===== config.mk =====
export PLATFORM = sky130hd
export DESIGN_NAME = icache_ctrl_cwf_flat
export DESIGN_NICKNAME = d
export VERILOG_FILES = /design/src/rtl/icache_pkg.sv /design/src/rtl/icache_ctrl_cwf_if.sv /design/src/rtl/icache_refill_seq.sv /design/src/rtl/icache_ctrl_cwf.sv /design/src/flat_wrapper.sv
export SDC_FILE = /design/constraint.sdc
export NUM_CORES = 1
export LEC_CHECK = 0
export BUFFER_PORTS_ARGS = -buffer_cell sky130_fd_sc_hd__buf_2
export CORE_MARGIN = 8
export CORE_UTILIZATION = 44
export CTS_BUF_LIST = sky130_fd_sc_hd__clkbuf_4 sky130_fd_sc_hd__clkbuf_8
export CTS_CLUSTER_SIZE = 28
export DETAILED_ROUTE_END_ITERATION = 8
export PLACE_DENSITY_LB_ADDON = 0.1
export SLEW_MARGIN = 5
export SYNTH_ARGS = -nofsm -noshare
export SYNTH_HDL_FRONTEND = slang
export SYNTH_SLANG_ARGS = --single-unit

===== constraint.sdc =====
create_clock -name clk -period 1.53 [get_ports clk]
set_input_delay 0 -clock clk [delete_from_list [all_inputs] [get_ports clk]]
set_output_delay 0 -clock clk [all_outputs]
set_load 0.005 [all_outputs]

===== src/rtl/icache_pkg.sv =====
// icache_pkg: shared types and helpers for the L1 I-cache controller.
// Holds the FSM state encoding and the data-bank one-hot decoder.
package icache_pkg;

  typedef enum logic [2:0] {
    IDLE,
    LOOKUP,
    CMP,
    REFILL,
    RESP
  } icache_state_e;

  localparam int WORD_BYTES = 4;
  localparam int MAX_WORDS  = 16;

  function automatic logic [MAX_WORDS-1:0] onehot(
    input logic [3:0] idx
  );
    return MAX_WORDS'(1) << idx;
  endfunction

endpackage


===== src/rtl/icache_ctrl_cwf_if.sv =====
// icache_ctrl_cwf_if: IF-stage, tag/data SRAM and IM port bundle.
// master = cache controller, slave = the surrounding pipeline/memories.
interface icache_ctrl_cwf_if #(
  parameter int ADDR_W     = 32,
  parameter int LINE_WORDS = 4
);

  logic [ADDR_W-1:0]     addr;
  logic                  req;
  logic                  hit;
  logic                  mem_ready;
  logic                  stall_ext;
  logic                  tag_cs;
  logic                  tag_oe;
  logic                  tag_web;
  logic [LINE_WORDS-1:0] data_cs;
  logic                  data_oe;
  logic [3:0]            data_web;
  logic                  stall;
  logic                  rsp_valid;
  logic                  mem_req;
  logic [ADDR_W-1:0]     mem_addr;

  modport master (
    input  addr, req, hit, mem_ready, stall_ext,
    output tag_cs, tag_oe, tag_web,
    output data_cs, data_oe, data_web,
    output stall, rsp_valid, mem_req, mem_addr
  );

  modport slave (
    output addr, req, hit, mem_ready, stall_ext,
    input  tag_cs, tag_oe, tag_web,
    input  data_cs, data_oe, data_web,
    input  stall, rsp_valid, mem_req, mem_addr
  );

endinterface


===== src/rtl/icache_refill_seq.sv =====
// icache_refill_seq: refill beat counter and critical-word-first
// word/address generator; beat moves only on accepted, unstalled beats.
module icache_refill_seq
  import icache_pkg::*;
#(
  parameter int ADDR_W     = 32,
  parameter int LINE_WORDS = 4,
  parameter int CWF        = 1
) (
  input  logic                          clk,
  input  logic                          rst,
  input  logic                          i_adv,
  input  logic [ADDR_W-3:0]             i_line,
  output logic [$clog2(LINE_WORDS)-1:0] o_word,
  output logic                          o_last_pos,
  output logic                          o_last,
  output logic [ADDR_W-1:0]             o_mem_addr
);

  localparam int OFF_W = $clog2(LINE_WORDS);
  localparam int B_W   = $clog2(WORD_BYTES);

  logic [OFF_W-1:0] r_beat;
  logic [OFF_W-1:0] w_crit;

  assign w_crit = i_line[OFF_W-1:0];

  // modulo-LINE_WORDS wrap falls out of the OFF_W-bit add
  assign o_word = (CWF != 0) ? w_crit + r_beat
                             : r_beat;

  assign o_last_pos =
    (r_beat == OFF_W'(LINE_WORDS - 1));
  assign o_last = i_adv && o_last_pos;

  assign o_mem_addr = {
    i_line[ADDR_W-3:OFF_W], o_word, B_W'(0)
  };

  always_ff @(posedge clk or negedge rst) begin
    if (!rst) begin
      r_beat <= '0;
    end else if (i_adv) begin
      r_beat <= o_last ? '0
                       : r_beat + OFF_W'(1);
    end
  end

endmodule


===== src/rtl/icache_ctrl_cwf.sv =====
// icache_ctrl_cwf: L1 I-cache controller, parametric line, CWF refill.
// Define ICACHE_PERF_CNT_EN to add saturating access/miss counters.
module icache_ctrl_cwf
  import icache_pkg::*;
#(
  parameter int ADDR_W     = 32,
  parameter int LINE_WORDS = 4,
  parameter int CWF        = 1,
  parameter int CNT_W      = 32
) (
  input  logic              clk,
  input  logic              rst,
  icache_ctrl_cwf_if.master bus
`ifdef ICACHE_PERF_CNT_EN
  ,
  output logic [CNT_W-1:0]  access_cnt,
  output logic [CNT_W-1:0]  miss_cnt
`endif
);

  localparam int OFF_W = $clog2(LINE_WORDS);

  if (LINE_WORDS < 2 || LINE_WORDS > MAX_WORDS ||
      (LINE_WORDS & (LINE_WORDS - 1)) != 0 ||
      CNT_W < 1) begin : g_bad_cfg
    $error("icache_ctrl_cwf: bad parameters");
  end

  icache_state_e     r_state;
  icache_state_e     w_next;
  logic [ADDR_W-3:0] r_line;
  logic [OFF_W-1:0]  w_word;
  logic              w_adv;
  logic              w_last_pos;
  logic              w_last;
  logic [ADDR_W-1:0] w_mem_addr;

  assign w_adv = (r_state == REFILL) &&
                 bus.mem_ready && !bus.stall_ext;

  icache_refill_seq #(
    .ADDR_W     (ADDR_W),
    .LINE_WORDS (LINE_WORDS),
    .CWF        (CWF)
  ) u_seq (
    .clk        (clk),
    .rst        (rst),
    .i_adv      (w_adv),
    .i_line     (r_line),
    .o_word     (w_word),
    .o_last_pos (w_last_pos),
    .o_last     (w_last),
    .o_mem_addr (w_mem_addr)
  );

  always_ff @(posedge clk or negedge rst) begin
    if (!rst) begin
      r_state <= IDLE;
    end else begin
      r_state <= w_next;
    end
  end

  // line address is latched once per request
  always_ff @(posedge clk or negedge rst) begin
    if (!rst) begin
      r_line <= '0;
    end else if (r_state == IDLE && bus.req) begin
      r_line <= bus.addr[ADDR_W-1:2];
    end
  end

  always_comb begin
    w_next = r_state;
    unique case (r_state)
      IDLE:    if (bus.req) w_next = LOOKUP;
      LOOKUP:  w_next = CMP;
      CMP:     w_next = bus.hit ? RESP : REFILL;
      REFILL:  if (w_last) w_next = RESP;
      RESP:    w_next = IDLE;
      default: w_next = IDLE;
    endcase
  end

  assign bus.mem_addr = w_mem_addr;

  always_comb begin
    bus.tag_cs    = 1'b0;
    bus.tag_oe    = 1'b0;
    bus.tag_web   = 1'b1;
    bus.data_cs   = '0;
    bus.data_oe   = 1'b1;
    bus.data_web  = 4'hF;
    bus.stall     = 1'b0;
    bus.rsp_valid = 1'b0;
    bus.mem_req   = 1'b0;
    unique case (r_state)
      IDLE: begin
        bus.stall   = bus.req;
        bus.data_cs = LINE_WORDS'(onehot(
          4'(bus.addr[OFF_W+1:2])));
      end
      LOOKUP, CMP: begin
        bus.tag_cs = 1'b1;
        bus.tag_oe = 1'b1;
        bus.stall  = 1'b1;
      end
      REFILL: begin
        bus.mem_req  = 1'b1;
        bus.stall    = 1'b1;
        bus.data_cs  = LINE_WORDS'(onehot(4'(w_word)));
        bus.data_oe  = 1'b0;
        bus.data_web = 4'h0;
        bus.tag_cs   = w_last_pos;
        bus.tag_web  = !w_last_pos;
      end
      RESP: begin
        bus.rsp_valid = 1'b1;
        bus.data_cs   = LINE_WORDS'(onehot(
          4'(r_line[OFF_W-1:0])));
      end
      default: ;
    endcase
  end

`ifdef ICACHE_PERF_CNT_EN
  logic [CNT_W-1:0] r_acc;
  logic [CNT_W-1:0] r_miss;

  always_ff @(posedge clk or negedge rst) begin
    if (!rst) begin
      r_acc  <= '0;
      r_miss <= '0;
    end else begin
      if (r_state == IDLE && bus.req && r_acc != '1)
        r_acc <= r_acc + CNT_W'(1);
      if (r_state == CMP && !bus.hit && r_miss != '1)
        r_miss <= r_miss + CNT_W'(1);
    end
  end

  assign access_cnt = r_acc;
  assign miss_cnt   = r_miss;
`endif

endmodule

===== src/flat_wrapper.sv =====
// flat-port wrapper written by rule: the top's interface ports become plain ports
module icache_ctrl_cwf_flat import icache_pkg::*;
#(
  parameter int ADDR_W     = 32,
  parameter int LINE_WORDS = 4,
  parameter int CWF        = 1,
  parameter int CNT_W      = 32
)
  (clk, rst, bus_addr, bus_req, bus_hit, bus_mem_ready, bus_stall_ext, bus_tag_cs, bus_tag_oe, bus_tag_web, bus_data_cs, bus_data_oe, bus_data_web, bus_stall, bus_rsp_valid, bus_mem_req, bus_mem_addr);
  icache_ctrl_cwf_if #(.ADDR_W(ADDR_W), .LINE_WORDS(LINE_WORDS)) bus_i ();
  input  logic clk;
  input  logic rst;
  input wire logic [$bits(bus_i.addr)-1:0] bus_addr;
  input wire logic [$bits(bus_i.req)-1:0] bus_req;
  input wire logic [$bits(bus_i.hit)-1:0] bus_hit;
  input wire logic [$bits(bus_i.mem_ready)-1:0] bus_mem_ready;
  input wire logic [$bits(bus_i.stall_ext)-1:0] bus_stall_ext;
  output wire logic [$bits(bus_i.tag_cs)-1:0] bus_tag_cs;
  output wire logic [$bits(bus_i.tag_oe)-1:0] bus_tag_oe;
  output wire logic [$bits(bus_i.tag_web)-1:0] bus_tag_web;
  output wire logic [$bits(bus_i.data_cs)-1:0] bus_data_cs;
  output wire logic [$bits(bus_i.data_oe)-1:0] bus_data_oe;
  output wire logic [$bits(bus_i.data_web)-1:0] bus_data_web;
  output wire logic [$bits(bus_i.stall)-1:0] bus_stall;
  output wire logic [$bits(bus_i.rsp_valid)-1:0] bus_rsp_valid;
  output wire logic [$bits(bus_i.mem_req)-1:0] bus_mem_req;
  output wire logic [$bits(bus_i.mem_addr)-1:0] bus_mem_addr;
  assign bus_i.addr = bus_addr;
  assign bus_i.req = bus_req;
  assign bus_i.hit = bus_hit;
  assign bus_i.mem_ready = bus_mem_ready;
  assign bus_i.stall_ext = bus_stall_ext;
  assign bus_tag_cs = bus_i.tag_cs;
  assign bus_tag_oe = bus_i.tag_oe;
  assign bus_tag_web = bus_i.tag_web;
  assign bus_data_cs = bus_i.data_cs;
  assign bus_data_oe = bus_i.data_oe;
  assign bus_data_web = bus_i.data_web;
  assign bus_stall = bus_i.stall;
  assign bus_rsp_valid = bus_i.rsp_valid;
  assign bus_mem_req = bus_i.mem_req;
  assign bus_mem_addr = bus_i.mem_addr;
  icache_ctrl_cwf #(.ADDR_W(ADDR_W), .LINE_WORDS(LINE_WORDS), .CWF(CWF), .CNT_W(CNT_W)) u_core (.clk(clk), .rst(rst), .bus(bus_i));
endmodule

== Yosys cells after proc, flatten, opt, wreduce, memory -nomap -nowiden ==
Index checks and enable logic that the tools add are counted.
Cells by class
  add/sub/neg operators: 2
  multiply operators: 0
  div/mod/pow operators: 0
  magnitude comparators: 0
  equal/unequal tests: 7
  shift operators: 3
  multiplexer cells: 14
  bitwise operators: 0
  reduce and logical (&&, ||, !) cells: 10
Operators with widths (number)
  3-bit case mux with 4 select lines: 1
  4-bit case mux with 3 select lines: 1
  1-bit by 2-bit left shift with 4-bit output (first input constant): 3
  3-bit 2-to-1 mux: 3
  3-bit by 2-bit equality test with 1-bit output (second input constant): 2
  1-bit 2-to-1 mux: 5
  1-bit logical AND: 4
  4-bit 2-to-1 mux: 1
  2-bit inequality test (second input constant): 2
  1-bit case mux with 2 select lines: 2
  3-bit by 1-bit equality test with 1-bit output (second input constant): 1
  3-bit equality test (second input constant): 1
  3-bit logical NOT: 1
  3-bit OR reduction: 1
  2-bit by 1-bit adder with 2-bit output (second input constant): 1
  2-bit adder: 1
  2-bit equality test (second input constant): 1
  1-bit logical NOT: 2
  2-bit 2-to-1 mux: 1
  2-bit AND reduction: 1
  2-bit OR reduction: 1
Word-level totals
  flip-flop bits (word level): 35
  bits in latches: 0
  bits in writable memories: 0
  bits in read-only memories: 0
  output and inout port bits: 47
  word-level logic and storage cells: 39
  memories: 0

== Logic depth before layout (Yosys ltp) ==
  depth in word-level cells: 6
  mapped depth: 4
  gate-level depth less buffers: 4

== By module ==
A second synthesis with hierarchy kept.
Second synthesis, totals
  cells, all modules: 153
  area, all modules: 1838.0 um^2
By module, submodules not included
  icache_ctrl_cwf: instances 1, cells an instance 110, area an instance 1467.7 um^2, sequential area each 825.8 um^2
  icache_refill_seq: instances 1, cells an instance 43, area an instance 370.4 um^2, sequential area each 50.0 um^2

== Least setup slack after synthesis ==
OpenSTA, ideal clock, no wires.
  kind: reg2reg
  start: register u_core.r_state[2]
  end: register u_core.r_line[0]
  setup time: 125 ps
  arrival time: 1353 ps
  data required time: 1405 ps
  path slack: 53 ps
  stages on the path, launching flop included: 4
  period minus slack after synthesis: 1477 ps
  cell sequence: dfrtp_1 -> nor4b_4 -> buf_6 -> mux2_2
Between the ends
  longest elaborated chain between the ends: 2
Ends and longest elaborated chain
  start: declaration: line icache_ctrl_cwf.sv:29  | icache_state_e r_state;
  start signal: assignment: line icache_ctrl_cwf.sv:60  | r_state <= w_next;
  3-bit logical NOT: line icache_ctrl_cwf.sv:68  | end else if (r_state == IDLE && bus.req) begin
  1-bit logical AND: line icache_ctrl_cwf.sv:68
  end signal: assignment: line icache_ctrl_cwf.sv:69  | r_line <= bus.addr[ADDR_W-1:2];
  end: declaration: line icache_ctrl_cwf.sv:31  | logic [ADDR_W-3:0] r_line;
No other way between the ends.
A chain may end at the register's enable or synchronous reset.

== Final worst setup path ==
  start: register u_core.r_state[1]
  end: register u_core.r_line[18]
Same word-level chain as after synthesis.

==> metrics.txt <==
status finished with violations; failing checks negative setup slack; die height 81.4 um; antenna violations before repair 0; worst skew pair latency 0.28 ns; pin count of the biggest net entering global routing 36; Crit Path Class register to register; CTS tree done; total wire length 5220 um; Most used DFF post-synth dfrtp_1; Post-layout nets 288; input/output buffers 80; Crit Path Max Fanout 16; depth of the CTS H-tree 2; overall routing resource usage 14.6%; Register-to-Register Path Depth 6; fraction of layout cells with a size suffix above 1 61.0%; Post-DP Area 2120 um2; CTS buffer count 5; final setup fails 34; Starting DRT DRC Count 58; vias in the first global route 1562; I/O pins 85; CTS root buf clkbuf_8; Final Max Tran Viols 0; fmax 0.578 GHz; crit path launch u_core.r_state[1]; global-route wire length before repair 7510 um; Synth Instances 149; number of antenna diodes 0; syn avg cell area 12.6 um2; Design Area, Final 2780 um2; Hold WS 0.0788 ns; Worst-Margin Slew 0.776 ns; clock sink count 35; Seq cells post-synth 35; wire length per cell 17.4 um; Max rail drop VDD 0.00105 V; min-delay src bus_hit; max-cap violations 0; Synth Cell Area 1880 um2; worst path required time 1.70 ns; DPL Wire Length 3130 um; final setup margin -0.199 ns; pwr dens 1960 nW/um2; gpl congestion 0.784; min Tclk post-route 1.73 ns; Tcrit/Tclk final 113%; RR Startpoint u_core.r_state[1]; buffer depth of the longest clock path 2; Fin. Hold Viols 0; sequential element share of the synthesized area 46.6%; Setup crit end u_core.r_line[18]; Post-synth EDFFs 0; CP Launch Type register; CP arrival 1.90 ns; r2r endpoint u_core.r_line[18]; Antenna Nets Post-Route 0; DR vias/cell 4.86; RSZ-0062 raised after global routing true; total gr overflow 0; Worst setup EP type register; TritonRoute pass-1 iters 3; Area growth syn-to-layout 47.7%; reg-to-reg setup timing slack -0.20 ns; Initial Util 46.3%; standard-cell rows 23; Synth cell types 31; ys async rst share 100%; pre-CTS setup slack 0.0152 ns; power consumption 0.00543 W; Reg clk slew, reported paths 0.07 ns; Via Count 1454; core footprint 4060 um2; # DRC 0; YS warnings 0; clock skew 0.00386 ns; HP Class input port to register; Total Die Area 6620 um2; setup TNS -5.19 ns; Rel. slew slack 48.2%; Die W 81.4 um; P_leak 1.36 nW
final cells by class:
class	count	area, um2
inverters	3	11.3
repair buffers	130	913
clock inverters	1	5.00
well taps	50	62.6
clock buffers	7	83.8
multi-input cells	73	823
flip-flops and latches	35	877
fillers	312	1280
worst max-delay path, stage by stage (launching register included):
cell and delay (ns):
dfrtp_1 0.40, buf_4 0.14, buf_4 0.13, nor4b_4 0.25, buf_6 0.17, buf_12 0.17
mux2_2 0.36
sequential cells by signal, summed over array words and instances (netlist names):
name / count
u_core.u_seq.r_beat: 2
u_core.r_state: 3
u_core.r_line: 30
metal layers:
| metal | up-vias | track usage, % | routed length [um] |
|---|---|---|---|
| li1 | 676 | - | - |
| met1 | 720 | 15.0 | 1940 |
| met2 | 53 | 25.9 | 2720 |
| met3 | 5 | 6.07 | 508 |
| met4 | 0 | 4.82 | 48 |
| met5 | - | 0 | 0 |
synth_stat cells, types with 2 or more instances:
cell | number | share of area [%]
mux2_1 | 2 | 1.2
nor3b_1 | 2 | 0.80
nand2_1 | 3 | 0.60
nor3_1 | 2 | 0.53
inv_1 | 3 | 0.60
a211oi_1 | 2 | 0.80
o21ai_0 | 4 | 1.1
buf_6 | 4 | 2.4
ha_1 | 2 | 1.3
nand4b_1 | 2 | 0.93
nor2_1 | 5 | 1.0
mux2_2 | 30 | 18
nor3b_2 | 2 | 1.3
dfrtp_1 | 35 | 47
buf_4 | 35 | 14
metrics by stage:
step | cells | utilization [%]
3_3_place_gp | 250 | 52.2
5_1_grt | 299 | 68.4
4_1_cts | 293 | 64.1
3_5_place_dp | 250 | 52.2
6_report | 299 | 68.4
2_1_floorplan | 150 | -
cell families after synthesis:
family / count (synthesis) / share of synthesized area [%]
adders and majority gates: 2 / 1.33
buffers and inverters: 42 / 17.0
xor gates and xnor gates: 2 / 1.73
AOI/OAI and AO/OA: 13 / 5.66
muxes: 32 / 19.2
and+or+nand+nor: 22 / 8.32
DFF: 35 / 46.6
other: 1 / 0.200
cells in the final DEF, fill, tap and decap left out, types with 2 or more instances in the layout:
cell and instances:
buf_12 2, buf_2 79, buf_4 13, buf_6 4
clkbuf_4 2, clkbuf_8 5, conb_1 2, dfrtp_1 34
dlygate4sd3_1 31, inv_1 3, mux2_2 12, mux2_4 20
nand2_1 3, nand4b_1 2, nor2_1 4, nor3_1 2
nor3b_2 2, o21ai_1 2
power by group:
part	switching (W)	leakage, nW	internal [W]	total [W]
clock network	0.000308	0.0491	0.000354	0.000662
registers	0.000299	0.415	0.00140	0.00170
logic	0.00123	0.898	0.00184	0.00307
timing repair:
action | 4_1_cts | 5_1_grt
resized for setup | 11 | 29
pin swaps | 7 | 6
hold endpoints to repair | 65 | 0
buffers inserted | 4 | 4
hold buffers | 31 | 0
cloned | 0 | 2
setup endpoints to repair | 4 | 35
worst min-delay path by stage:
stage	to	slack (ns)	depth (start not counted)
6_report	u_core.r_state[1]	0.08	4
3_5_place_dp	u_core.r_line[22]	0.12	1
4_1_cts	u_core.r_state[1]	0.03	4
3_3_place_gp	u_core.r_line[22]	0.10	1
5_1_grt	u_core.r_state[1]	0.11	4
2_1_floorplan	u_core.r_line[0]	-0.30	0
Power figures use the tool's default switching activity.
